<file path="src/rtl/pc_sequencer.sv">
// Fetch-stage program counter: prioritised next-PC select with interrupt entry/RTI and epc.
// Define PC_RAS_EN to build the return-address stack; without it calls/returns use the ports only.
module pc_sequencer #(
  parameter int                ADDR_W    = 32,
  parameter logic [ADDR_W-1:0] RESET_VEC = ADDR_W'('h20),
  parameter logic [ADDR_W-1:0] INT_VEC   = ADDR_W'('h0),
  parameter logic [ADDR_W-1:0] INC       = ADDR_W'(1),
  parameter int                RAS_DEPTH = 4
) (
  input  logic              clk,
  input  logic              rst,
  input  logic              pc_en,
  input  logic              int_req,
  input  logic              branch_taken,
  input  logic [ADDR_W-1:0] branch_addr,
  input  logic              call,
  input  logic [ADDR_W-1:0] call_addr,
  input  logic              ret,
  input  logic [ADDR_W-1:0] ret_addr,
  output logic [ADDR_W-1:0] pc,
  output logic [ADDR_W-1:0] epc,
  output logic              in_isr,
  output logic              int_ack,
  output logic              ras_empty,
  output logic              ras_full,
  output logic              ras_ovf,
  output logic              ras_unf
);

  // state   | meaning
  // S_RUN   | normal execution, interrupts accepted
  // S_ISR   | inside handler, int_req ignored, ret means RTI
  typedef enum logic {S_RUN, S_ISR} state_t;

  state_t            state, state_nx;
  logic [ADDR_W-1:0] pc_nx, epc_nx, seq;
  logic              int_ack_nx;

  assign seq    = pc + INC;
  assign in_isr = (state == S_ISR);

`ifdef PC_RAS_EN
  localparam int PTR_W = $clog2(RAS_DEPTH);
  localparam int CNT_W = $clog2(RAS_DEPTH + 1);
  localparam logic [CNT_W-1:0] FULL_CNT = CNT_W'(RAS_DEPTH);

  logic [ADDR_W-1:0] ras_mem [RAS_DEPTH];
  logic [PTR_W-1:0]  ras_top;
  logic [CNT_W-1:0]  ras_cnt;
  logic              ras_push, ras_pop, ras_unf_nx;

  assign ras_empty = (ras_cnt == '0);
  assign ras_full  = (ras_cnt == FULL_CNT);
`endif

  always_comb begin
    state_nx   = state;
    pc_nx      = pc;
    epc_nx     = epc;
    int_ack_nx = 1'b0;
`ifdef PC_RAS_EN
    ras_push   = 1'b0;
    ras_pop    = 1'b0;
    ras_unf_nx = 1'b0;
`endif
    if (pc_en) begin
      if (int_req && state == S_RUN) begin
        pc_nx      = INT_VEC;
        epc_nx     = seq;
        state_nx   = S_ISR;
        int_ack_nx = 1'b1;
      end else if (branch_taken) begin
        pc_nx = branch_addr;
      end else if (call) begin
        pc_nx = call_addr;
`ifdef PC_RAS_EN
        ras_push = 1'b1;
`endif
      end else if (ret && state == S_ISR) begin
        pc_nx    = epc;
        state_nx = S_RUN;
      end else if (ret) begin
`ifdef PC_RAS_EN
        ras_pop = 1'b1;
        if (!ras_empty) begin
          pc_nx = ras_mem[ras_top];
        end else begin
          pc_nx      = ret_addr;
          ras_unf_nx = 1'b1;
        end
`else
        pc_nx = ret_addr;
`endif
      end else begin
        pc_nx = seq;
      end
    end
  end

  always_ff @(posedge clk or posedge rst) begin
    if (rst) begin
      state   <= S_RUN;
      pc      <= RESET_VEC;
      epc     <= '0;
      int_ack <= 1'b0;
    end else begin
      state   <= state_nx;
      pc      <= pc_nx;
      epc     <= epc_nx;
      int_ack <= int_ack_nx;
    end
  end

`ifdef PC_RAS_EN
  // Circular stack: a push onto a full stack lands on the oldest slot.
  always_ff @(posedge clk or posedge rst) begin
    if (rst) begin
      ras_top <= '0;
      ras_cnt <= '0;
      ras_ovf <= 1'b0;
      ras_unf <= 1'b0;
    end else begin
      ras_ovf <= ras_push && ras_full;
      ras_unf <= ras_unf_nx;
      if (ras_push) begin
        ras_top <= ras_top + 1'b1;
        if (!ras_full) ras_cnt <= ras_cnt + 1'b1;
      end else if (ras_pop && !ras_empty) begin
        ras_top <= ras_top - 1'b1;
        ras_cnt <= ras_cnt - 1'b1;
      end
    end
  end

  always_ff @(posedge clk) begin
    if (ras_push) ras_mem[ras_top + 1'b1] <= seq;
  end
`else
  assign ras_empty = 1'b1;
  assign ras_full  = 1'b0;
  assign ras_ovf   = 1'b0;
  assign ras_unf   = 1'b0;
`endif

endmodule

</file>
<file path="config.mk">
export PLATFORM = sky130hd
export DESIGN_NAME = pc_sequencer
export DESIGN_NICKNAME = d
export VERILOG_FILES = /design/src/rtl/pc_sequencer.sv
export SDC_FILE = /design/constraint.sdc
export NUM_CORES = 1
export LEC_CHECK = 0
export ABC_AREA = 0
export BUFFER_PORTS_ARGS = -buffer_cell sky130_fd_sc_hd__buf_4
export CAP_MARGIN = 20
export CELL_PAD_IN_SITES_DETAIL_PLACEMENT = 0
export CELL_PAD_IN_SITES_GLOBAL_PLACEMENT = 1
export CORE_MARGIN = 4
export CORE_UTILIZATION = 36
export CTS_CLUSTER_SIZE = 20
export DETAILED_ROUTE_END_ITERATION = 16
export HOLD_SLACK_MARGIN = 0.15
export PLACE_DENSITY = 0.9
export SKIP_CTS_REPAIR_TIMING = 1
export SYNTH_ARGS = -nofsm -noshare
export SYNTH_HDL_FRONTEND = slang
export SYNTH_SLANG_ARGS = --single-unit
</file>
<file path="constraint.sdc">
create_clock -name clk -period 3 [get_ports clk]
set_input_delay 0.6 -clock clk [delete_from_list [all_inputs] [get_ports clk]]
set_output_delay 0.6 -clock clk [all_outputs]
set_load 0.01 [all_outputs]
</file>
==> results of run 1 <==
-- state kept, by name, indices dropped and copies added, names as in the netlist --
name	flops
pc	32
int_ack	1
in_isr	1
epc	32
-- per-layer routing --
metal,global-route usage,vias to the layer above,share of wire
met1,0.332,2332,0.44
met5,0,-,0
met4,0.0751,0,0.015
li1,-,2293,-
met3,0.0477,22,0.091
met2,0.367,262,0.45
-- cells in the mapped netlist (4+ instances only) --
cell type	instances	share of area
o21ai_0	61	0.067
o2bb2ai_1	21	0.040
xor2_1	5	0.0096
o22ai_1	16	0.022
nor4_1	4	0.0055
a211o_1	13	0.025
nand2_1	53	0.044
a21oi_1	18	0.020
inv_1	19	0.016
xnor2_1	23	0.044
a221oi_1	7	0.013
nor2b_1	5	0.0069
clkbuf_1	30	0.025
mux2i_1	26	0.057
nor2_1	26	0.021
or3_1	5	0.0069
buf_4	4	0.0066
dfrtp_1	65	0.36
nand2b_1	8	0.011
mux2_2	4	0.0099
a211oi_1	22	0.036
nand3_1	14	0.015
nor3_1	14	0.015
nand4_1	7	0.0096
-- layout make-up --
type / instances / area [um2]
Sequential cell: 66 / 1650
Clock inverter: 2 / 35.0
Clock buffer: 14 / 264
Inverter: 20 / 75.1
Multi-Input combinational cell: 406 / 2660
Fill cell: 1192 / 5910
Tap cell: 168 / 210
Timing Repair Buffer: 185 / 1400
-- worst max-delay path by stage --
| stage | end | cells past startpoint | startpoint |
|---|---|---|---|
| floorplan | pc[29] | 7 | pc[5] |
| global placement | pc[24] | 6 | pc[0] |
| detailed placement | pc[26] | 6 | pc[0] |
| CTS | pc[26] | 6 | pc[0] |
| global route | pc[24] | 6 | pc[0] |
| finish | pc[24] | 6 | pc[0] |
-- metrics by stage --
step	hold slack (ns)	total power, mW	cell area, um2	worst slack, ns	cells
4_1_cts	0.426	4.38	6300	0.518	861
3_3_place_gp	0.484	3.24	6000	0.574	845
2_1_floorplan	0.529	2.41	4570	0.700	534
3_5_place_dp	0.498	3.28	6000	0.521	845
5_1_grt	0.471	4.61	6300	0.399	861
6_report	0.398	4.36	6300	0.531	861
-- worst register-to-register path, delay by kind of cell, from the launching register on --
family | cells | cell delay, ns
AOI/OAI and AO/OA | 2 | 0.27
and+or+nand+nor | 3 | 1.37
adders and majority gates | 1 | 0.23
DFF | 1 | 0.49
-- cells by family (layout without fill, tap and decap cells) --
kind of cell | count (synthesis) | after routing | share of synthesized area
adders and majority gates | 1 | 1 | 0.00274
other | 2 | 4 | 0.00165
xor gates and xnor gates | 28 | 28 | 0.0538
DFF | 66 | 66 | 0.362
AOI/OAI and AO/OA | 188 | 188 | 0.275
muxes | 30 | 30 | 0.0669
and+or+nand+nor | 155 | 155 | 0.181
buffers and inverters | 62 | 221 | 0.0573
-- power groups by stage --
stage / combinational [mW] / sequential (mW) / clock (mW)
after floorplan: 0.819 / 1.59 / 0
after global placement: 1.69 / 1.56 / 0
after detailed placement: 1.71 / 1.57 / 0
after CTS: 1.71 / 1.56 / 1.11
after global routing: 1.87 / 1.61 / 1.14
final: 1.70 / 1.57 / 1.09
==> results.yml, run 1 <==
setup_path:
  reg2reg_depth: 6
  cp_num_buf_inv: 0
  r2r-end: "pc[24]"
  rrSetupSlack_ns: 0.53
  crit_chain: "ha_1 > nand3_1 > or4_4 > nor4_4 > o31ai_1 > o2bb2ai_1"
  r2r_start: "pc[0]"
  critPathKind: "reg2reg"
  required_ns: 3.21
  cpMaxStageDelayCell: "or4_4"
  cp_max_fo: 7
  slowest_delay_ns: 0.71
  cp-end-kind: "flip-flop"
  crit_family: "simple AND/OR/NAND/NOR gates"
  cp-start-kind: "flip-flop"
  cp.arrival_ns: 2.68
global_route:
  grt_util_all_layers: 0.237
  grt_max_degree: 36
  grt_pass1_vias: 5040
  grt_pass1_wl_mm: 27.4
  grt-ovfl-total: 0
  grt_antenna_before_repair: 0
floorplan:
  initial_utilization: 0.373
  pin_count: 173
  rows: 40
  core_um2: 12200
  die_area_um2: 14500
  dieHeight_um: 121
  die_x_um: 121
min_path:
  min_path_type: "in2async"
clocking:
  ctsRootBufferMaster: "clkbuf_16"
  clk_latency_ns: 0.34
  clock-sinks: 66
  cts_tree: "done"
  clk_path_buf_depth: 2
  cts_made_buffers: 9
  htree_num_levels: 3
  clkTransAtPathRegs_ns: 0.05
sta:
  finalSetupViolations: 0
  clock_skew_ns: 0.00548
  rsz0062_at_grt: "no"
  worst_pin_slew_ns: 1.08
  fin_setup_tns_ns: 0
  fin_crit_sh: 0.823
  slew_viol_final: 0
  slew_headroom: 0.274
  post-route-min-period_ns: 2.47
  hold_viol_final: 0
  fmax_mhz: 405
finish:
  nets: 792
  area_growth_pct: 38.2
  final_cell_mix: "184 x buf_4, 64 x dfrtp_1, 61 x o21ai_0"
  utilization: 0.516
  diodes: 0
  drive_above_1_share: 0.316
  final_common_cell: "buf_4"
power_and_ir_drop:
  pwr-share-seq: 0.359
  powerDensity_nw_per_um2: 692
  leakage_nw: 2.83
  peakVddDrop_mv: 0.305
  clock_power_share: 0.250
  power_frac_comb: 0.390
  switchingPower_mw: 1.62
  power.share.switching: 0.371
  power.internal_mw: 2.74
synthesis:
  synth_seq_cells: 66
  syn_area_per_cell_um2: 8.57
  syn_area_um2: 4560
  synth_edf_count: 0
  async_reset_ff_frac: 1.00
  ys_warn_count: 0
  netlist_instances: 532
  yosysSeqAreaShare: 0.362
  synth_ff_type: "dfrtp_1"
  synth.distinct_cells: 61
placed_design:
  gp_congestion: 0.894
  portBuffers: 168
  place_hpwl_mm: 12.4
route:
  wire_per_inst_um: 20.1
  via_per_inst: 5.70
  drtIter0Drc: 457
  ant_nets: 0
  drc: 0
  wirelength_mm: 17.3
  first_pass_iters: 6
  vias: 4909
status:
  status: "finished clean"
run:
  maxCapViolations: 0
No activity file was read; power rests on OpenSTA's default activity.
==> inputs of run 2 (changes only) <==
Clock period 3 ns to 2.5 ns, I/O delays scaled along.
==> results.yml, run 2 (synthesis results as in run 1) <==
global_route:
  grt_util_all_layers: 0.241
  grt_max_degree: 50
  grt_pass1_wl_mm: 27.6
  grt-ovfl-total: 0
  grt_pass1_vias: 5006
  grt_antenna_before_repair: 0
floorplan:
  initial_utilization: 0.373
  die_x_um: 121
  dieHeight_um: 121
  die_area_um2: 14500
  pin_count: 173
  rows: 40
  core_um2: 12200
sta:
  worst_pin_slew_ns: 0.761
  slew_headroom: 0.492
  fin_setup_tns_ns: 0
  fin_crit_sh: 0.923
  post-route-min-period_ns: 2.31
  slew_viol_final: 0
  clock_skew_ns: 0.00536
  finalWorstSetupSlack_ns: 0.193
  hold_viol_final: 0
  finalSetupViolations: 0
  rsz0062_at_grt: "no"
  fmax_mhz: 433
placed_design:
  gp_congestion: 0.873
  place_hpwl_mm: 13.1
  dpl_cell_area_um2: 6090
  dp_slack_ns: 0.221
  portBuffers: 168
setup_path:
  cp_num_buf_inv: 1
  critPathKind: "reg2reg"
  cp.arrival_ns: 2.52
  crit_chain: "ha_1 > nand3_1 > buf_4 > or3_1 > nor2_1 > o21ai_0 > a221o_1"
  cp-end-kind: "flip-flop"
  slowest_delay_ns: 0.50
  cpMaxStageDelayCell: "dfrtp_1"
  cp_max_fo: 7
  cp-start-kind: "flip-flop"
  crit_family: "simple AND/OR/NAND/NOR gates"
  required_ns: 2.71
finish:
  diodes: 0
  stdcell_area_um2: 6420
  reg_top3: "epc: 32 flops, pc: 32 flops"
  final_cell_mix: "198 x buf_4, 64 x dfrtp_1, 61 x o21ai_0"
  nets: 805
  area_growth_pct: 40.8
  nFillCells: 1186
  final_common_cell: "buf_4"
  drive_above_1_share: 0.330
run:
  maxCapViolations: 0
route:
  vias: 4928
  drc: 0
  wire_per_inst_um: 20.1
  wirelength_mm: 17.5
  via_per_inst: 5.64
  drtIter0Drc: 315
  ant_nets: 0
  first_pass_iters: 4
clocking:
  clk_latency_ns: 0.33
  clkTransAtPathRegs_ns: 0.06
  cts_tree: "done"
  clk_path_buf_depth: 2
  clock-sinks: 66
  htree_num_levels: 3
  cts_made_buffers: 9
  ctsRootBufferMaster: "clkbuf_16"
power_and_ir_drop:
  power_frac_comb: 0.387
  pwr-share-seq: 0.344
  powerDensity_nw_per_um2: 848
  peakVddDrop_mv: 0.376
  switchingPower_mw: 1.98
  clock_power_share: 0.269
  power.internal_mw: 3.46
  p_total_mw: 5.45
  power.share.switching: 0.364
  leakage_nw: 2.90
min_path:
  min_path_type: "in2async"
status:
  status: "finished clean"
[run 2: cell count changes in the layout (fill, tap and decap cells not counted)]
cell and delta:
buf_4 +14, bufinv_16 +2, clkbuf_8 -2, buf_12 -1, clkbuf_1 -1, clkinvlp_4 +1
[run 2: worst reg2reg max path, cell delays in order (launching register included)]
cell and delay, ns:
dfrtp_1 0.50, ha_1 0.25, nand3_1 0.15, buf_4 0.20, or3_1 0.47, nor2_1 0.19, o21ai_0 0.11, a221o_1 0.31
[run 2: worst paths after layout]
| check | to | cells past startpoint | start | slack [ns] |
|---|---|---|---|---|
| max | pc[16] | 7 | pc[0] | 0.19 |
| min | epc[6] | 2 | rst | 0.31 |
| max reg2reg | pc[16] | 7 | pc[0] | 0.19 |
| min reg2reg | epc[9] | 2 | epc[9] | 0.50 |
| max in group asynchronous | epc[3] | 3 | rst | 1.44 |
| min in group clk | pc[27] | 3 | call_addr[27] | 0.47 |
[run 2: power groups by stage]
stage	sequential, mW	clock, mW	combinational, mW
after floorplan	1.90	0	0.983
after global placement	1.87	0	2.08
after detailed placement	1.88	0	2.12
after CTS	1.87	1.48	2.12
after global routing	1.93	1.53	2.30
final	1.88	1.46	2.11
[run 2: per-stage QoR]
stage | hold slack (ns) | std cells | util
CTS | 0.342 | 874 | 0.526
floorplan | 0.529 | 534 | -
global placement | 0.488 | 858 | 0.498
global route | 0.373 | 874 | 0.526
finish | 0.307 | 874 | 0.526
detailed placement | 0.496 | 858 | 0.498
[run 2: area by class of cell]
class / instances / area [um2] / area share
timing repair buffer: 198 / 1490 / 0.231
inverter: 20 / 75.1 / 0.0117
multi-input combinational: 406 / 2660 / 0.414
tap: 168 / 210 / 0.0327
clock buffer: 11 / 233 / 0.0362
sequential: 66 / 1650 / 0.258
clock inverter: 5 / 103 / 0.0160
[run 2: routing by layer]
| metal | routed length (um) | global-route usage | part of all wire |
|---|---|---|---|
| met5 | 0 | 0 | 0 |
| met4 | 316 | 0.0871 | 0.018 |
| met3 | 1470 | 0.0547 | 0.084 |
| met2 | 8050 | 0.378 | 0.46 |
| met1 | 7700 | 0.327 | 0.44 |
==> inputs of run 3 (changes only) <==
Settings changed: SETUP_SLACK_MARGIN from default to 0.5.
==> results.yml, run 3 (synthesis results as in run 1) <==
status:
  status: "finished clean"
global_route:
  grt_max_degree: 38
  grt_use_met1: 0.315
  met3_usage: 0.0589
  grt_antenna_before_repair: 0
  use_met2: 0.370
  grt_util_all_layers: 0.234
  grt_pass1_vias: 4934
  grt-ovfl-total: 0
  grt_pass1_wl_mm: 26.9
  top_usage_layer: "met2"
finish:
  drive_above_1_share: 0.391
  area_growth_pct: 46.3
  reg_top3: "epc: 32 flops, pc: 32 flops"
  diodes: 0
  final_cell_mix: "217 x buf_4, 57 x o21ai_0, 54 x dfrtp_1"
  stdcell_count: 892
  stdcell_area_um2: 6670
  nets: 826
  final_common_cell: "buf_4"
setup_path:
  cp_max_fo: 7
  r2r-end: "pc[29]"
  required_ns: 2.77
  cp_num_buf_inv: 0
  critPathKind: "reg2reg"
  rrSetupSlack_ns: 0.36
  r2r_start: "pc[5]"
  cpMaxStageDelayCell: "or4_4"
  crit_chain: "nand4_4 > or4_4 > or4_4 > a21oi_2 > a21o_1"
  cp-end-kind: "flip-flop"
  cp-start-kind: "flip-flop"
  reg2reg_depth: 5
  cp.arrival_ns: 2.42
  crit_family: "simple AND/OR/NAND/NOR gates"
  crit_top_cell: "or4_4"
  slowest_delay_ns: 0.64
route:
  first_pass_iters: 5
  drc: 0
  drtIter0Drc: 447
  wirelength_mm: 17.5
  ant_nets: 0
  via_per_inst: 5.70
  wire_per_inst_um: 19.6
  vias: 5081
sta:
  holdWs_ns: 0.165
  slew_viol_final: 0
  fin_crit_sh: 0.858
  hold_viol_final: 0
  finalSetupViolations: 0
  fmax_mhz: 466
  rsz0062_at_grt: "yes"
  post-route-min-period_ns: 2.14
  clock_skew_ns: 0.00605
  fin_setup_tns_ns: 0
clocking:
  clk_path_buf_depth: 2
  cts_made_buffers: 9
  htree_num_levels: 3
  clkTransAtPathRegs_ns: 0.05
  clk_latency_ns: 0.34
  ctsRootBufferMaster: "clkbuf_16"
  clock-sinks: 66
  cts_tree: "done"
floorplan:
  pin_count: 173
  rows: 40
  die_area_um2: 14500
  die_x_um: 121
  initial_utilization: 0.373
  dieHeight_um: 121
  core_um2: 12200
power_and_ir_drop:
  leakage_nw: 3.01
  powerDensity_nw_per_um2: 780
  peakVddDrop_mv: 0.367
placed_design:
  portBuffers: 168
  gp_congestion: 0.866
  place_hpwl_mm: 12.9
  dpl_cell_area_um2: 6130
  placed_cells: 857
run:
  maxCapViolations: 0
min_path:
  min_path_type: "in2async"
==> run 3: worst max path at each step <==
stage	startpoint	end	slack, ns	cells after the start
detailed placement	pc[5]	pc[25]	0.30	5
finish	pc[5]	pc[29]	0.36	5
CTS	pc[5]	pc[25]	0.29	5
floorplan	pc[18]	pc[29]	0.33	6
global route	pc[19]	pc[26]	0.30	5
global placement	pc[5]	epc[24]	0.40	5
==> run 3: per-stage QoR <==
step           utilization  power, mW  setup WS, ns
3_3_place_gp         0.502       3.93         0.398
4_1_cts              0.523       5.14         0.293
5_1_grt              0.547       5.52         0.299
6_report             0.547       5.21         0.356
3_5_place_dp         0.502       3.97         0.301
2_1_floorplan            -       2.90         0.326
==> run 3: per-layer routing <==
layer  up-vias  part of all wire
li1       2355                 -
met1      2453              0.43
met2       247              0.46
met3        26             0.085
met4         0             0.020
met5         -                 0
==> run 3: final cells by class <==
class	instances	area, um2
multi-input cells	406	2800
repair buffers	219	1660
flip-flops and latches	66	1670
fillers	1155	5540
clock buffers	13	260
well taps	168	210
inverters	20	78.8
==> run 3: power breakdown <==
| part | internal [mW] | switching [mW] | total (mW) |
|---|---|---|---|
| combinational | 1.11 | 1.05 | 2.16 |
| clock | 0.709 | 0.451 | 1.16 |
| sequential | 1.43 | 0.456 | 1.89 |
